--- src/rtl/dmem_pkg.sv ---
// Shared definitions for the data-memory access sequencer.
//   - default widths and timeout
//   - FSM state encoding
//   - polarity of the decoder's active-low control strobes
package dmem_pkg;

   localparam int unsigned DMEM_ADDR_W  = 32;
   localparam int unsigned DMEM_DATA_W  = 32;
   localparam int unsigned DMEM_TIMEOUT = 255;
   localparam int unsigned DMEM_TO_W    = 8;

   localparam logic [1:0] ST_IDLE = 2'b00;
   localparam logic [1:0] ST_BUSY = 2'b01;
   localparam logic [1:0] ST_DONE = 2'b10;

   typedef enum logic [1:0] {
      IDLE = ST_IDLE,
      BUSY = ST_BUSY,
      DONE = ST_DONE
   } state_e;

   // Decoder strobes are active-low: 0 means the strobe is asserted.
   localparam logic CTRL_ASSERTED = 1'b0;

endpackage

--- src/rtl/dmem_if.sv ---
// Request/ready bus between the access sequencer and the data memory.
//   master (sequencer): drives mem_req, mem_we, mem_addr, mem_wdata
//   slave  (memory)   : drives mem_ready, mem_rdata (rdata valid with ready)
interface dmem_if import dmem_pkg::*; #(
   parameter int unsigned ADDR_W = DMEM_ADDR_W,
   parameter int unsigned DATA_W = DMEM_DATA_W
);

   logic              mem_req;
   logic              mem_we;
   logic [ADDR_W-1:0] mem_addr;
   logic [DATA_W-1:0] mem_wdata;
   logic              mem_ready;
   logic [DATA_W-1:0] mem_rdata;

   modport master (
      output mem_req, mem_we, mem_addr, mem_wdata,
      input  mem_ready, mem_rdata
   );

   modport slave (
      input  mem_req, mem_we, mem_addr, mem_wdata,
      output mem_ready, mem_rdata
   );

endinterface

--- src/rtl/dmem_timeout_cnt.sv ---
// Counts cycles spent waiting on the memory.
//   clk, rst_n : clock, synchronous active-low reset
//   clr_i      : return count to zero (priority over en_i)
//   en_i       : count this cycle
//   hit_c_o    : combinational; this enabled cycle is the TIMEOUT-th one
module dmem_timeout_cnt import dmem_pkg::*; #(
   parameter int unsigned TO_W    = DMEM_TO_W,
   parameter int unsigned TIMEOUT = DMEM_TIMEOUT
) (
   input  logic clk,
   input  logic rst_n,
   input  logic clr_i,
   input  logic en_i,
   output logic hit_c_o
);

   logic [TO_W-1:0] cnt_q;
   logic [TO_W-1:0] cnt_d;

   // Count register holds cycles already completed, so the current cycle is cnt_q+1.
   always_comb begin
      cnt_d = cnt_q;
      if (clr_i) begin
         cnt_d = '0;
      end else if (en_i) begin
         cnt_d = cnt_q + TO_W'(1);
      end
   end

   always_ff @(posedge clk) begin
      if (!rst_n) begin
         cnt_q <= '0;
      end else begin
         cnt_q <= cnt_d;
      end
   end

   assign hit_c_o = en_i && (cnt_q == TO_W'(TIMEOUT - 1));

endmodule

--- src/rtl/dmem_access_ctrl.sv ---
// Data-memory access sequencer between the control decoder and data memory.
//   clk, rst_n        : clock, synchronous active-low reset
//   mem_enable_n_i    : decoder strobe, 0 = load/store this instruction
//   mem_read_n_i      : decoder strobe, 0 = load
//   mem_write_n_i     : decoder strobe, 0 = store
//   addr_i, wdata_i   : effective address and store data
//   stall_o           : hold the pipeline (combinational in the detect cycle)
//   rdata_o           : load result to write-back
//   err_o, err_clr_i  : sticky timeout/illegal-strobe flag and its clear
//   mem_bus           : request/ready bus to the data memory
module dmem_access_ctrl import dmem_pkg::*; #(
   parameter int unsigned ADDR_W  = DMEM_ADDR_W,
   parameter int unsigned DATA_W  = DMEM_DATA_W,
   parameter int unsigned TIMEOUT = DMEM_TIMEOUT,
   parameter int unsigned TO_W    = DMEM_TO_W
) (
   input  logic              clk,
   input  logic              rst_n,
   input  logic              mem_enable_n_i,
   input  logic              mem_read_n_i,
   input  logic              mem_write_n_i,
   input  logic [ADDR_W-1:0] addr_i,
   input  logic [DATA_W-1:0] wdata_i,
   output logic              stall_o,
   output logic [DATA_W-1:0] rdata_o,
   output logic              err_o,
   input  logic              err_clr_i,
   dmem_if.master            mem_bus
);

   state_e            state_q, state_d;
   logic              req_q, req_d;
   logic              we_q, we_d;
   logic [ADDR_W-1:0] addr_q, addr_d;
   logic [DATA_W-1:0] wdata_q, wdata_d;
   logic [DATA_W-1:0] rdata_q, rdata_d;
   logic              err_q, err_d;
   logic              err_set;
   logic              acc;
   logic              ill;
   logic              busy;
   logic              to_hit;

   // Exactly one of read/write asserted is an access; both asserted is illegal.
   assign acc = (mem_enable_n_i == CTRL_ASSERTED) && (mem_read_n_i ^ mem_write_n_i);
   assign ill = (mem_enable_n_i == CTRL_ASSERTED) && (mem_read_n_i == CTRL_ASSERTED)
                && (mem_write_n_i == CTRL_ASSERTED);

   assign busy = (state_q == BUSY);

   dmem_timeout_cnt #(
      .TO_W    (TO_W),
      .TIMEOUT (TIMEOUT)
   ) u_timeout_cnt (
      .clk     (clk),
      .rst_n   (rst_n),
      .clr_i   (!busy),
      .en_i    (busy),
      .hit_c_o (to_hit)
   );

   // Next-state, latches and stall.
   always_comb begin
      state_d = state_q;
      req_d   = req_q;
      we_d    = we_q;
      addr_d  = addr_q;
      wdata_d = wdata_q;
      rdata_d = rdata_q;
      err_set = 1'b0;
      stall_o = 1'b0;

      case (state_q)
         IDLE: begin
            if (acc) begin
               addr_d  = addr_i;
               wdata_d = wdata_i;
               we_d    = (mem_write_n_i == CTRL_ASSERTED);
               req_d   = 1'b1;
               stall_o = 1'b1;
               state_d = BUSY;
            end else if (ill) begin
               err_set = 1'b1;
            end
         end
         BUSY: begin
            stall_o = 1'b1;
            // Ready takes priority over a timeout landing on the same cycle.
            if (mem_bus.mem_ready) begin
               req_d   = 1'b0;
               if (!we_q) begin
                  rdata_d = mem_bus.mem_rdata;
               end
               state_d = DONE;
            end else if (to_hit) begin
               req_d   = 1'b0;
               err_set = 1'b1;
               if (!we_q) begin
                  rdata_d = '0;
               end
               state_d = DONE;
            end
         end
         DONE: begin
            // Core advances on this edge; strobes still show the finished instruction.
            state_d = IDLE;
         end
         default: begin
            state_d = IDLE;
         end
      endcase

      // A new error outranks a clear issued in the same cycle.
      if (err_set) begin
         err_d = 1'b1;
      end else if (err_clr_i) begin
         err_d = 1'b0;
      end else begin
         err_d = err_q;
      end
   end

   always_ff @(posedge clk) begin
      if (!rst_n) begin
         state_q <= IDLE;
         req_q   <= 1'b0;
         we_q    <= 1'b0;
         addr_q  <= '0;
         wdata_q <= '0;
         rdata_q <= '0;
         err_q   <= 1'b0;
      end else begin
         state_q <= state_d;
         req_q   <= req_d;
         we_q    <= we_d;
         addr_q  <= addr_d;
         wdata_q <= wdata_d;
         rdata_q <= rdata_d;
         err_q   <= err_d;
      end
   end

   assign mem_bus.mem_req   = req_q;
   assign mem_bus.mem_we    = we_q;
   assign mem_bus.mem_addr  = addr_q;
   assign mem_bus.mem_wdata = wdata_q;
   assign rdata_o           = rdata_q;
   assign err_o             = err_q;

endmodule

--- src/flat_wrapper.sv ---
// flat-port wrapper written by rule: the top's interface ports become plain ports
module dmem_access_ctrl_flat import dmem_pkg::*;
#(
   parameter int unsigned ADDR_W  = DMEM_ADDR_W,
   parameter int unsigned DATA_W  = DMEM_DATA_W,
   parameter int unsigned TIMEOUT = DMEM_TIMEOUT,
   parameter int unsigned TO_W    = DMEM_TO_W
)
  (clk, rst_n, mem_enable_n_i, mem_read_n_i, mem_write_n_i, addr_i, wdata_i, stall_o, rdata_o, err_o, err_clr_i, mem_bus_mem_req, mem_bus_mem_we, mem_bus_mem_addr, mem_bus_mem_wdata, mem_bus_mem_ready, mem_bus_mem_rdata);
  dmem_if #(.ADDR_W(ADDR_W), .DATA_W(DATA_W)) mem_bus_i ();
  input  logic clk;
  input  logic rst_n;
  input  logic mem_enable_n_i;
  input  logic mem_read_n_i;
  input  logic mem_write_n_i;
  input  logic [ADDR_W-1:0] addr_i;
  input  logic [DATA_W-1:0] wdata_i;
  output logic stall_o;
  output logic [DATA_W-1:0] rdata_o;
  output logic err_o;
  input  logic err_clr_i;
  output wire logic [$bits(mem_bus_i.mem_req)-1:0] mem_bus_mem_req;
  output wire logic [$bits(mem_bus_i.mem_we)-1:0] mem_bus_mem_we;
  output wire logic [$bits(mem_bus_i.mem_addr)-1:0] mem_bus_mem_addr;
  output wire logic [$bits(mem_bus_i.mem_wdata)-1:0] mem_bus_mem_wdata;
  input wire logic [$bits(mem_bus_i.mem_ready)-1:0] mem_bus_mem_ready;
  input wire logic [$bits(mem_bus_i.mem_rdata)-1:0] mem_bus_mem_rdata;
  assign mem_bus_mem_req = mem_bus_i.mem_req;
  assign mem_bus_mem_we = mem_bus_i.mem_we;
  assign mem_bus_mem_addr = mem_bus_i.mem_addr;
  assign mem_bus_mem_wdata = mem_bus_i.mem_wdata;
  assign mem_bus_i.mem_ready = mem_bus_mem_ready;
  assign mem_bus_i.mem_rdata = mem_bus_mem_rdata;
  dmem_access_ctrl #(.ADDR_W(ADDR_W), .DATA_W(DATA_W), .TIMEOUT(TIMEOUT), .TO_W(TO_W)) u_core (.clk(clk), .rst_n(rst_n), .mem_enable_n_i(mem_enable_n_i), .mem_read_n_i(mem_read_n_i), .mem_write_n_i(mem_write_n_i), .addr_i(addr_i), .wdata_i(wdata_i), .stall_o(stall_o), .rdata_o(rdata_o), .err_o(err_o), .err_clr_i(err_clr_i), .mem_bus(mem_bus_i));
endmodule
--- config.mk ---
export PLATFORM = sky130hd
export DESIGN_NAME = dmem_access_ctrl_flat
export DESIGN_NICKNAME = d
export VERILOG_FILES = /design/src/rtl/dmem_pkg.sv /design/src/rtl/dmem_if.sv /design/src/rtl/dmem_timeout_cnt.sv /design/src/rtl/dmem_access_ctrl.sv /design/src/flat_wrapper.sv
export SDC_FILE = /design/constraint.sdc
export NUM_CORES = 1
export LEC_CHECK = 0
export BUFFER_PORTS_ARGS = -buffer_cell sky130_fd_sc_hd__buf_2
export CAP_MARGIN = 20
export CORE_ASPECT_RATIO = 1.1
export CORE_MARGIN = 10
export CORE_UTILIZATION = 47
export CTS_CLUSTER_SIZE = 20
export DETAILED_ROUTE_END_ITERATION = 16
export GPL_ROUTABILITY_DRIVEN = 0
export PLACE_DENSITY = 0.8
export SETUP_SLACK_MARGIN = 0.2
export SLEW_MARGIN = 20
export SYNTH_ARGS = -nofsm -noshare
export SYNTH_HDL_FRONTEND = slang
export SYNTH_SLANG_ARGS = --single-unit
--- constraint.sdc ---
create_clock -name clk -period 1.6 [get_ports clk]
set_input_delay 0.16 -clock clk [delete_from_list [all_inputs] [get_ports clk]]
set_output_delay 0.16 -clock clk [all_outputs]
set_load 0.05 [all_outputs]
# After elaboration in Yosys (flattened, before gate mapping)
# Cells that the tools add are included.
[classes] add_sub_neg=1 eq_ne=4 n_mux=21 bitwise=5 reduce_logical=13
[ops] op="$mux 32" count=4
[ops] op="$mux 1" count=10
[ops] op="$add 8x1->8 const B" count=1
[ops] op="$eq 8x8->1 const B" count=1
[ops] op="$mux 2" count=3
[ops] op="$pmux 1 s2" count=3
[ops] op="$reduce_and 2->1" count=3
[ops] op="$reduce_and 3->1" count=2
[ops] op="$reduce_bool 2->1" count=3
[ops] op="$logic_and 1x1->1" count=4
[ops] op="$not 1->1" count=4
[ops] op="$pmux 2 s2" count=1
[ops] op="$ne 3x2->1 const B" count=1
[ops] op="$eq 2x1->1 const B" count=1
[ops] op="$logic_not 2->1" count=1
[ops] op="$ne 2x1->1 const B" count=1
[ops] op="$xor 1x1->1" count=1
[totals] ff_bits=109 in_bits=103

# Longest topological paths before layout
[depth] word_depth=7 ltp_mapped=6 ltp_nobuf=5

# Hierarchy
# Synthesis repeated with hierarchy kept, for this count alone.
[hier_totals] cells_unflattened=492 area_unflattened_um2=4491.8
[by_module_without_submodules] mod="dmem_access_ctrl" n_inst=1 cells_per_inst=450 area_per_inst_um2=4122.7
[by_module_without_submodules] mod="dmem_timeout_cnt" n_inst=1 cells_per_inst=42 area_per_inst_um2=369.1

# Worst setup path after synthesis
# No wires, ideal clock.
[synth_path] path_type="reg-to-reg" from="reg u_core.we_q, in the netlist u_core.mem_bus.mem_we" to="reg u_core.rdata_q[10], in the netlist u_core.rdata_o[10]" t_arrival_ns=1.457 path_slack_ns=0.080 stages_incl_launch_ff=6 path_buffers=2 cell_sequence="dfxtp_1 or3b_1 clkbuf_1 clkbuf_1 nand3_1 nand3_1"
[synth_between] elab_chain_len=2
[synth_lines] element="start, declared" line="dmem_access_ctrl.sv:33" text="logic we_q, we_d;"
[synth_lines] element="start signal, assigned" line="dmem_access_ctrl.sv:135" text="we_q <= we_d;"
[synth_lines] element="$not 1->1 (no line)"
[synth_lines] element="$reduce_and 3->1 (no line)"
[synth_lines] element="end signal, assigned" line="dmem_access_ctrl.sv:138" text="rdata_q <= rdata_d;"
[synth_lines] element="end, declared" line="dmem_access_ctrl.sv:36" text="logic [DATA_W-1:0] rdata_q, rdata_d;"
# No other way between the ends.
# A chain may end at the register's enable or synchronous reset.

# Worst setup path after layout
[layout_path] from="reg u_core.state_q[0]" to="reg u_core.wdata_q[19], in the netlist u_core.mem_bus.mem_wdata[19]"
[layout_between] elab_chain_len=2
[layout_lines] element="start, declared" line="dmem_access_ctrl.sv:31" text="state_e state_q, state_d;"
[layout_lines] element="start signal, assigned" line="dmem_access_ctrl.sv:133" text="state_q <= state_d;"
[layout_lines] element="$logic_not 2->1" line="dmem_access_ctrl.sv:73" text="case (state_q)"
[layout_lines] element="$reduce_and 2->1 (no line)"
[layout_lines] element="end signal, assigned" line="dmem_access_ctrl.sv:137" text="wdata_q <= wdata_d;"
[layout_lines] element="end, declared" line="dmem_access_ctrl.sv:35" text="logic [DATA_W-1:0] wdata_q, wdata_d;"
# No other way between the ends.

==> metrics.txt <==
num rows=37; CTS Buf Count=9; CTS H-tree lvls=3; Ys Warns=0; synthesis-stage register bit count=109; Core Footprint=9350 um2; total grt overflow=0; die area=13900 um2; Post-synth EDFFs=0; unrepaired setup endpoints after global routing=true; max_slew headroom=66.0%; dominant cell type by area after synthesis=dfxtp_1; Setup WS post-layout=0.0757 ns; PortBufs=202; Req. time, crit path=1.84 ns; hold_sp=addr_i[26]; leakage=2.99 nW; Crit Path Max Fanout=25; total track usage=21.3%; CTS sink cnt=109; DR pass1 iterations=6; maximum vdd drop=0.517 mV; skew final=0.0185 ns; top-area cell type share of the netlist area=48.3%; first-pass GRT wire length=24.6 mm; Worst-path clk slew=0.11 ns; Primary FF master, synth=dfxtp_1; vias in the first global route=4849; mapped cell area=4520 um2; count of final setup violators=0; endpoint type of the worst setup path=register; initial antenna violation count=1; IO Count=203; CTS root buf=clkbuf_8; Clock Tree Buf Depth=2; syn nets=652; outcome=finished clean; period utilisation layout=95.3%; DRC errors left=0; largest net degree at the start of global routing=65; setup tns final=0 ns; # Max-Cap Violations=0; R2R Setup Slk=0.08 ns; post-synthesis async set-or-reset flop share=0%; Via Count=5254; post-detailed-route wirelength per cell=20.5 um; crit path cell chain=buf_4, or3_4, buf_12, o21ai_0, a21oi_1; Hold Crit Depth=3; initial core utilization=48.3%; Seq/Total Area, Yosys=48.3%; Sequential Area=2190 um2; ANT nets after route=0; cell count of the worst reg-to-reg path=5; Critical-path top delay cell=or3_4; die height=123 um; Buf+Inv Stages, Crit Path=2; Mapped Cells=547; CP max stage delay=0.43 ns; RR Endpoint=u_core.mem_bus.mem_wdata[19]; fmax=0.656 GHz; Synth area leaders=dfxtp_1 48%, nand3_1 18%, a21oi_1 7.6%, o2111ai_1 6.2%, o21ai_0 6.2%; area growth from synthesis to layout=48.3%; Power Density=932 nW/um2; DR vias/cell=6.06; hold endpoint=u_core.mem_bus.mem_addr[26]; Worst path top cell family by delay=simple AND/OR/NAND/NOR gates; Fin. Hold Viols=0; clk_lat worst skew=0.38 ns; multi-input logic area=2510 um2; crit path time final=1.52 ns; CTS tree=built; layout net count=850; die span in x=113 um; Worst Setup SP=u_core.state_q[0]; min-delay worst type=input pin to register; WL final=17.8 mm; fin util=71.6%; Filler cells=655; slew of the pin with the lowest slew margin=0.510 ns; first-iteration detailed-routing DRC count=482; ratio of cells with drive above 1 in the final layout=43.3%; DP Wirelength=10.6 mm; CP Class=register to register; Setup WS pre-CTS=0.107 ns; startpoint types=register; post-synthesis average cell area=8.26 um2; max-slew violations=0; reg-to-reg startpoint=u_core.state_q[0]; Synth cell types=35; Critical Path AT=1.76 ns
[Yosys cell counts, drive strengths merged (2+ instances only)]
cell type	n
a21oi	69
buf	20
clkbuf	44
dfxtp	109
ha	2
inv	6
nand2	3
nand3	164
nor2	5
nor3	2
o2111ai	32
o21a	2
o21ai	67
or3	3
xnor2	2
xor2	3
[per-stage QoR]
stage / cell area (um2) / total power, W / std cells / hold slack [ns]
floorplan: 4520 / 0.00397 / 547 / 0.262
global placement: 5650 / 0.00439 / 821 / 0.375
detailed placement: 5650 / 0.00443 / 821 / 0.382
CTS: 6120 / 0.00606 / 859 / 0.000631
global route: 6700 / 0.00648 / 866 / 0.0161
finish: 6700 / 0.00624 / 867 / 0.0236
[worst min-delay path: cells and delay by family]
kind / cells / cell delay (ns)
buffers and inverters: 1 / 0.09
AND/OR/NAND/NOR: 1 / 0.05
AO/OA/AOI/OAI: 1 / 0.05
[state kept, by name, indices dropped and copies added (netlist names)]
signal,count
u_core.u_timeout_cnt.cnt_q,8
u_core.err_o,1
u_core.rdata_o,32
u_core.mem_bus.mem_wdata,32
u_core.mem_bus.mem_addr,32
u_core.mem_bus.mem_req,1
u_core.mem_bus.mem_we,1
u_core.state_q,2
[final cells by class]
cell class | count | area share, %
inverter | 6 | 0.336
timing repair buffer | 251 | 24.6
tap | 117 | 2.19
multi-input combinational | 368 | 37.5
antenna | 1 | 0.0374
sequential | 109 | 32.6
clock inverter | 1 | 0.0747
clock buffer | 14 | 2.58
[worst max path at each step]
| stage | end | slack (ns) | depth (start not counted) |
|---|---|---|---|
| after floorplan | u_core.rdata_o[10] | 0.21 | 5 |
| after global placement | u_core.mem_bus.mem_addr[19] | 0.17 | 4 |
| after detailed placement | u_core.mem_bus.mem_addr[22] | 0.11 | 4 |
| after CTS | stall_o | 0.11 | 5 |
| after global routing | stall_o | 0.02 | 5 |
| final | u_core.mem_bus.mem_wdata[19] | 0.08 | 5 |
[cell families after synthesis]
kind of cell | after synthesis | share of synthesized area [%]
AND/OR/NAND/NOR | 186 | 21.0
buffers and inverters | 70 | 6.51
adder cells (fa/ha/maj) | 2 | 0.554
XOR/XNOR | 5 | 1.14
flip-flops | 109 | 48.3
AO/OA/AOI/OAI | 175 | 22.5
[cells in the final DEF (no fill, tap or decap), drive strengths merged, types with 5 or more instances in the layout]
| master | count |
|---|---|
| o2111ai | 32 |
| o21ai | 67 |
| dlygate4sd3 | 16 |
| clkbuf | 17 |
| inv | 6 |
| nand3 | 164 |
| buf | 231 |
| a21oi | 69 |
| dfxtp | 109 |
| nor2 | 5 |
[power by group]
| part | internal, W | leakage (nW) | switching, W |
|---|---|---|---|
| Clock | 0.000687 | 0.0926 | 0.000892 |
| Sequential | 0.00286 | 0.889 | 0.000108 |
| Combinational | 0.000532 | 2.01 | 0.00116 |
[what timing repair did]
item | CTS | global route
pin swaps | 2 | 42
hold endpoints to repair | 16 | 0
setup endpoints to repair | 62 | 102
cloned | 2 | 5
setup buffers | 5 | 2
hold buffers | 16 | 0
resized for setup | 15 | 92
[per-layer routing]
layer	vias up	GRT usage (%)	wire [um]
met2	296	35.6	8950
met5	-	0	0
li1	2423	-	-
met1	2495	24.2	6400
met3	40	8.69	2050
met4	0	7.46	416
Note: power is estimated with default switching activity, not from simulation.
